[config.mk]
export PLATFORM = sky130hd
export DESIGN_NAME = uart_tx_arbiter
export DESIGN_NICKNAME = d
export VERILOG_FILES = /design/src/rtl/uart_tx_arbiter.sv
export SDC_FILE = /design/constraint.sdc
export NUM_CORES = 1
export LEC_CHECK = 0
export BUFFER_PORTS_ARGS = -buffer_cell sky130_fd_sc_hd__buf_2
export CAP_MARGIN = 40
export CORE_UTILIZATION = 40
export CTS_CLUSTER_DIAMETER = 30
export CTS_CLUSTER_SIZE = 20
export DETAILED_ROUTE_END_ITERATION = 10
export HOLD_SLACK_MARGIN = 0.15
export PLACE_DENSITY = 0.67
export SLEW_MARGIN = 20
export SYNTH_ARGS = -nofsm -noshare
export SYNTH_HDL_FRONTEND = slang
export SYNTH_SLANG_ARGS = --single-unit
[constraint.sdc]
create_clock -name clock -period 2.27 [get_ports clock]
set_clock_uncertainty 0.2 [all_clocks]
set_input_delay 0.1135 -clock clock [delete_from_list [all_inputs] [get_ports clock]]
set_output_delay 0.1135 -clock clock [all_outputs]
set_load 0.02 [all_outputs]
[src/rtl/uart_tx_arbiter.sv]
// uart_tx_arbiter: round-robin sharing of one UART TX engine among NUM_REQ byte requesters.
// Defining UART_TX_ARB_GAP_EN adds a GAP_CYCLES idle state between frames.
module uart_tx_arbiter #(
    parameter int NUM_REQ       = 4,
    parameter int BYTESIZES     = 8,
    parameter int START_TIMEOUT = 1024,
    parameter int GAP_CYCLES    = 16,
    localparam int IW           = (NUM_REQ > 1) ? $clog2(NUM_REQ) : 1
) (
    input  logic                           clock,
    input  logic                           nreset,
    input  logic [NUM_REQ-1:0]             req_valid_in,
    input  logic [NUM_REQ*BYTESIZES-1:0]   req_data_in,
    output logic [NUM_REQ-1:0]             req_ready_out,
    output logic                           tx_start_out,
    output logic [BYTESIZES-1:0]           tx_data_out,
    input  logic                           tx_busy_in,
    output logic [IW-1:0]                  grant_id_out,
    output logic                           busy_out,
    output logic                           timeout_err_out
);
    localparam int CW = $clog2(((START_TIMEOUT > GAP_CYCLES) ? START_TIMEOUT : GAP_CYCLES) + 1);

`ifdef UART_TX_ARB_GAP_EN
    typedef enum logic [2:0] {IDLE, LAUNCH, WAIT_BUSY, WAIT_DONE, GAP} state_t;
`else
    typedef enum logic [1:0] {IDLE, LAUNCH, WAIT_BUSY, WAIT_DONE} state_t;
`endif

    state_t               state_q, state_d;
    logic [CW-1:0]        cnt_q, cnt_d;
    logic [IW-1:0]        ptr_q, ptr_d, grant_q, grant_d, win;
    logic [BYTESIZES-1:0] data_q, data_d, win_data;
    logic                 accept, timeout, counting;

    // Second pass overrides the first, so indices above the pointer win before wrapping.
    always_comb begin
        win = '0;
        for (int i = NUM_REQ - 1; i >= 0; i--)
            if (req_valid_in[i] && IW'(i) <= ptr_q) win = IW'(i);
        for (int i = NUM_REQ - 1; i >= 0; i--)
            if (req_valid_in[i] && IW'(i) > ptr_q) win = IW'(i);
        win_data = '0;
        for (int i = 0; i < NUM_REQ; i++)
            if (win == IW'(i)) win_data = req_data_in[i*BYTESIZES +: BYTESIZES];
    end

    assign accept  = state_q == IDLE && |req_valid_in;
    assign timeout = state_q == WAIT_BUSY && !tx_busy_in && cnt_q == CW'(START_TIMEOUT - 1);
`ifdef UART_TX_ARB_GAP_EN
    assign counting = state_q == WAIT_BUSY || state_q == GAP;
`else
    assign counting = state_q == WAIT_BUSY;
`endif

    always_ff @(posedge clock or negedge nreset) begin
        if (!nreset) begin
            state_q <= IDLE;
            cnt_q   <= '0;
            ptr_q   <= IW'(NUM_REQ - 1);
            grant_q <= '0;
            data_q  <= '0;
        end else begin
            state_q <= state_d;
            cnt_q   <= cnt_d;
            ptr_q   <= ptr_d;
            grant_q <= grant_d;
            data_q  <= data_d;
        end
    end

    always_comb begin
        state_d = state_q;
        case (state_q)
            IDLE:      if (accept) state_d = LAUNCH;
            LAUNCH:    state_d = WAIT_BUSY;
            WAIT_BUSY: if (tx_busy_in) state_d = WAIT_DONE;
                       else if (timeout) state_d = IDLE;
`ifdef UART_TX_ARB_GAP_EN
            WAIT_DONE: if (!tx_busy_in) state_d = GAP;
            GAP:       if (cnt_q == CW'(GAP_CYCLES - 1)) state_d = IDLE;
`else
            WAIT_DONE: if (!tx_busy_in) state_d = IDLE;
`endif
            default:   state_d = IDLE;
        endcase
    end

    always_comb begin
        cnt_d   = counting ? cnt_q + CW'(1) : '0;
        ptr_d   = accept ? win : ptr_q;
        grant_d = accept ? win : grant_q;
        data_d  = accept ? win_data : data_q;
    end

    // Ready is gated by nreset so no requester sees a transfer while the block is held in reset.
    always_comb begin
        req_ready_out = '0;
        for (int i = 0; i < NUM_REQ; i++)
            req_ready_out[i] = nreset && accept && win == IW'(i);
        tx_start_out    = state_q == LAUNCH;
        busy_out        = state_q != IDLE;
        timeout_err_out = timeout;
        tx_data_out     = data_q;
        grant_id_out    = grant_q;
    end
endmodule

# Word-level counts from Yosys, hierarchy flattened
# Cells that the tools add are included.
[classes] n_addsub=1 order_cmp=8 n_eq_ne=10 n_mux=18 reduce_logical=22
[op_table] operator="2-to-1 mux 8 bit" count=4
[op_table] operator="2-to-1 mux 2 bit" count=12
[op_table] operator="logical AND 1 bit" count=16
[op_table] operator="adder 11 x 1 -> 11 bit, second input constant" count=1
[op_table] operator="== test 11 x 10 -> 1 bit, second input constant" count=1
[op_table] operator="2-to-1 mux 11 bit" count=1
[op_table] operator="== test 2 bit, second input constant" count=4
[op_table] operator="case mux 2 bit (4 select lines)" count=1
[op_table] operator="== test 2 x 1 -> 1 bit, second input constant" count=2
[op_table] operator="> comparator 1 x 2 -> 1 bit, first input constant" count=2
[op_table] operator="> comparator 2 bit, first input constant" count=2
[op_table] operator="<= comparator 1 x 2 -> 1 bit, first input constant" count=2
[op_table] operator="<= comparator 2 bit, first input constant" count=2
[op_table] operator="zero test 2 bit" count=2
[op_table] operator="inequality test 2 bit, second input constant" count=2
[op_table] operator="OR reduction 4 bit" count=1
[op_table] operator="inequality test 3 bit, second input constant" count=1
[op_table] operator="AND reduction 3 bit" count=1
[op_table] operator="nonzero test 2 bit" count=1
[op_table] operator="zero test 1 bit" count=1
[word_totals] reg_bits=25 out_inout_bits=17

# Longest topological paths before layout
[logic_depth] depth_word=15 ltp_mapped=8 ltp_nobuf=5

# Worst setup path before layout
# OpenSTA, ideal clock, no wires.
[synth_path] path_type="reg2out" start="register ptr_q[1]" end="output req_ready_out[0]" t_arrival_ns=1.725 required_time_ns=1.956 setup_slack_ns=0.232 path_stages_with_launch=8 path_cell_list="dfstp_2 > buf_6 > mux2i_1 > a2bb2oi_2 > and2_4 > buf_6 > nand2_1 > nor2_1"
[synth_via] elab_chain_cells=12 word_cells_on_any_way=26 cone_classes="8 x order compare; 8 x mux; 10 x reduce/logical"
[synth_rtl] item="start: declaration" line_no="32" rtl="logic [IW-1:0] ptr_q, ptr_d, grant_q, grant_d, win;"
[synth_rtl] item="start signal: assignment" line_no="60" rtl="ptr_q <= IW'(NUM_REQ - 1);"
[synth_rtl] item="start signal: assignment" line_no="66" rtl="ptr_q <= ptr_d;"
[synth_rtl] item="<= comparator 2 bit" line_no="40" rtl="if (req_valid_in[i] && IW'(i) <= ptr_q) win = IW'(i);"
[synth_rtl] item="logical AND 1 bit" line_no="40"
[synth_rtl] item="2-to-1 mux 2 bit (4 in series)" line_no="40"
[synth_rtl] item="2-to-1 mux 2 bit (3 in series)" line_no="42" rtl="if (req_valid_in[i] && IW'(i) > ptr_q) win = IW'(i);"
[synth_rtl] item="2-to-1 mux 2 bit *" line_no="42"
[synth_rtl] item="zero test 2 bit *" line_no="100" rtl="req_ready_out[i] = nreset && accept && win == IW'(i);"
[synth_rtl] item="logical AND 1 bit *" line_no="100"
[synth_rtl] item="end: declaration" line_no="14" rtl="output logic [NUM_REQ-1:0] req_ready_out,"
# Every way passes the cells marked *; elsewhere a longest branch is shown, timed or not.

# Worst setup path in the final report
[layout_path] start="register ptr_q[1]" end="output req_ready_out[2]"
[layout_via] elab_chain_cells=12 word_cells_on_any_way=26 cone_classes="8 x order compare; 1 x eq/ne; 8 x mux; 9 x reduce/logical"
[layout_rtl] item="<= comparator 2 bit" line_no="40"
[layout_rtl] item="logical AND 1 bit" line_no="40"
[layout_rtl] item="2-to-1 mux 2 bit (4 in series)" line_no="40"
[layout_rtl] item="2-to-1 mux 2 bit (3 in series)" line_no="42"
[layout_rtl] item="2-to-1 mux 2 bit *" line_no="42"
[layout_rtl] item="== test 2 bit *" line_no="100"
[layout_rtl] item="logical AND 1 bit *" line_no="100"
# Marks and branches as above.

==> results by group <==
Run status
  • Status: completed

Synth
  • Flops & latches, synth: 25
  • Area leader, netlist: dfrtp_1
  • Largest cells by area after synthesis: dfrtp_1, nor2_1, nand2_1
  • Post-synth EDFFs: 0
  • Gate Count Post-Synth: around 170
  • Avg Inst Size Synth: roughly 9 sq um
  • Register area share after synthesis: about two fifths
  • Syn_nets: around 210
  • Fraction of registers with async set/reset: 100%
  • Synth warnings: 0
  • Distinct cells, synth: between 40 and 50
  • Ys flop type: dfrtp_1
  • Post-synth top area share: a little under two fifths
  • Synthesized area: roughly 0.0015 sq mm

Clock network
  • Num CTS Buffers: 3
  • Clk buf depth: 2
  • Skew-Pair Late Insertion Delay: 0.27 ns
  • Root buffer cell: clkbuf_8
  • Num Clock Sinks: 25
  • CTS H-tree depth: 1
  • CTS tree: yes
  • Reg clk slew, reported paths: 0.09 ns

Global route
  • Number of global-route vias before repair: 1511
  • Grt ovf: 0
  • First-pass GRT wire length: around 7 mm
  • Largest net degree at the start of global routing: 18
  • Total GRT Usage: 22.6%
  • Antenna violations before repair: 0

Finish
  • Antenna cells: 0
  • Post-Layout Cell Count: roughly 320
  • Nets@finish: 309
  • Layout cell share with drive strength beyond 1: ~30%
  • Area Growth Syn to Fin: 49.3%

Flow run
  • Maxcap violations: 0

Setup path
  • R2R cell count: 5
  • Critical Path Start: ptr_q[1]
  • Worst r2r src: ptr_q[0]
  • Crit path arrival time: 1.85 ns
  • Worst reg2reg endpoint: tx_data_out[2]
  • Worst Setup EP: req_ready_out[2]
  • Critical path launch point type: register
  • Worst setup EP type: output port
  • Crit path kind: reg -> out
  • CP Max Fanout: 6
  • R2R Setup Slk: about 0.3 ns
  • Critical path required time: about 2 ns

Floorplanning
  • Die height: 63.9 um
  • I/O Pins: 56
  • Initial Utilization: a little over two fifths
  • FP Rows: 22
  • Placeable Area: approximately 0.0037 sq mm
  • Die width: around 64 um
  • Die area: about 0.0041 sq mm

Power and ir drop
  • Pwr dens: approximately 900 mW/mm^2
  • P_leak: ~1.0 nW
  • Max IR drop VDD: 0.426 mV
  • Tot Pwr: between 2 and 2.5 mW

Place
  • Setup WS pre-CTS: ~0.25 ns
  • IO Port Bufs: 55
  • Dpl cells: 273
  • Global placement routability congestion: ~0.8
  • DP HPWL: about 2.8 mm

STA
  • Final hold violations: 0
  • Fin. max-slew vios: 0
  • Final cycle utilization of the critical path: about 95%
  • Fmax: 0.462 GHz
  • Worst Tran Pin Value: ~0.60 ns
  • Min cycle time layout: about 2.2 ns
  • Slew HR: 60.1%
  • Worst Setup Slack, final: around 0.10 ns
  • Setup violators final: 0

Route
  • Routed Antenna Nets: 0
  • Detailed Route WL: 4.39 mm
  • Routed WL per cell: approximately 14 um
  • Routed vias: roughly 1700
  • DRT iter0 DRCs: 76
  • Via density: roughly 5.3
  • Drt drc: 0
  • DRT Pass-1 Iters: 4

Worst hold path
  • Hold Path Class: in -> async
[power by group]
| part | internal [mW] | switching [mW] |
|---|---|---|
| sequential | 0.597 | 0.109 |
| combinational | 0.451 | 0.638 |
| clock | 0.126 | 0.141 |
[worst max-delay path, cell delays in order, from the launching register on]
cell	delay, ns
dfstp_2	0.60
mux2i_1	0.22
a2bb2oi_2	0.18
and2_4	0.20
nand3_1	0.08
nor2_1	0.13
buf_4	0.17
[state kept, by name, indices dropped and copies added, names as in the netlist]
signal,cells
cnt_q,11
tx_data_out,8
grant_id_out,2
ptr_q,2
state_q,2
[cells in the final DEF, fill, tap and decap left out, types with 2 or more instances in the layout]
| cell | netlist | final |
|---|---|---|
| o221ai_1 | 3 | 3 |
| nand2b_1 | 4 | 4 |
| nand4b_1 | 4 | 4 |
| o2bb2ai_1 | 5 | 5 |
| nor2_1 | 28 | 28 |
| a311oi_1 | 4 | 4 |
| inv_1 | 5 | 5 |
| a31oi_1 | 7 | 7 |
| nand2_1 | 15 | 15 |
| dfrtp_1 | 23 | 23 |
| nor2b_1 | 2 | 2 |
| xor2_1 | 5 | 5 |
| nand3_1 | 8 | 8 |
| o21ai_0 | 4 | 4 |
| xnor2_1 | 3 | 3 |
| buf_4 | 1 | 11 |
| a21oi_1 | 11 | 11 |
| and3_1 | 7 | 6 |
| o21bai_1 | 2 | 2 |
| dfstp_2 | 2 | 2 |
| buf_2 | 2 | 54 |
| clkbuf_8 | 0 | 3 |
| dlygate4sd3_1 | 0 | 35 |
[how the worst min path moves through the flow]
stage           start        endpoint  slack, ns  cells past startpoint
3_5_place_dp   nreset  tx_data_out[7]      -0.19                      1
6_report       nreset        ptr_q[0]       0.19                      2
4_1_cts        nreset        ptr_q[0]       0.18                      2
5_1_grt        nreset        ptr_q[0]       0.19                      2
2_1_floorplan  nreset        cnt_q[0]      -0.38                      0
3_3_place_gp   nreset  tx_data_out[7]      -0.19                      1
[kinds of logic after synthesis]
logic type               share of synthesized area (%)
XOR/XNOR                                          4.58
AND/OR/NAND/NOR                                   24.3
flip-flops                                        41.0
buffers and inverters                             5.80
AO/OA/AOI/OAI                                     22.8
multiplexers                                     0.654
adder cells (fa/ha/maj)                          0.817
[metrics by stage]
step | util, % | hold WS (ns) | cell area, sq um | setup TNS [ns]
finish | 62.5 | 0.191 | 2290 | 0
global route | 62.5 | 0.188 | 2290 | -0.00698
CTS | 61.5 | 0.181 | 2250 | 0
detailed placement | 50.5 | -0.190 | 1850 | 0
global placement | 50.5 | -0.191 | 1850 | 0
floorplan | - | -0.382 | 1530 | 0
[what timing repair did]
item	in CTS	in global routing
hold buffers	35	0
buffers inserted	1	3
gates cloned	0	0
resized for setup	0	5
setup endpoints to repair	2	3
endpoints found under the hold margin	35	0
[cell usage after synthesis (2+ instances only)]
library cell / number
buf_2: 2
a311oi_1: 4
buf_6: 4
o21bai_1: 2
dfrtp_1: 23
a31oi_1: 7
nor3_1: 2
a21boi_1: 2
inv_1: 5
o221ai_1: 3
dfstp_2: 2
nand4b_1: 4
xnor2_1: 3
o2bb2ai_1: 5
nand3_1: 8
nand2b_1: 4
a21oi_1: 11
and3_1: 7
nor2b_1: 2
nand2_1: 15
xor2_1: 5
nor2_1: 28
clkbuf_1: 2
o21ai_0: 4
[final cells by class]
type | instances | area, sq um
clock buffer | 4 | 45.0
fill | 294 | 1370
inverter | 5 | 18.8
multi-input combinational | 133 | 827
sequential | 25 | 628
tap | 48 | 60.1
timing repair buffer | 101 | 708
[layer usage]
metal  routed length [um]  vias to the layer above  part of all wire [%]  GRT usage (%)
met3                  280                       10                   6.4           5.18
met4                   89                        0                   2.0           8.52
li1                     -                      809                     -              -
met1                 1910                      799                    43           28.9
met5                    0                        -                     0              0
met2                 2110                       65                    48           36.8
Note: power is estimated with default switching activity, not from simulation.
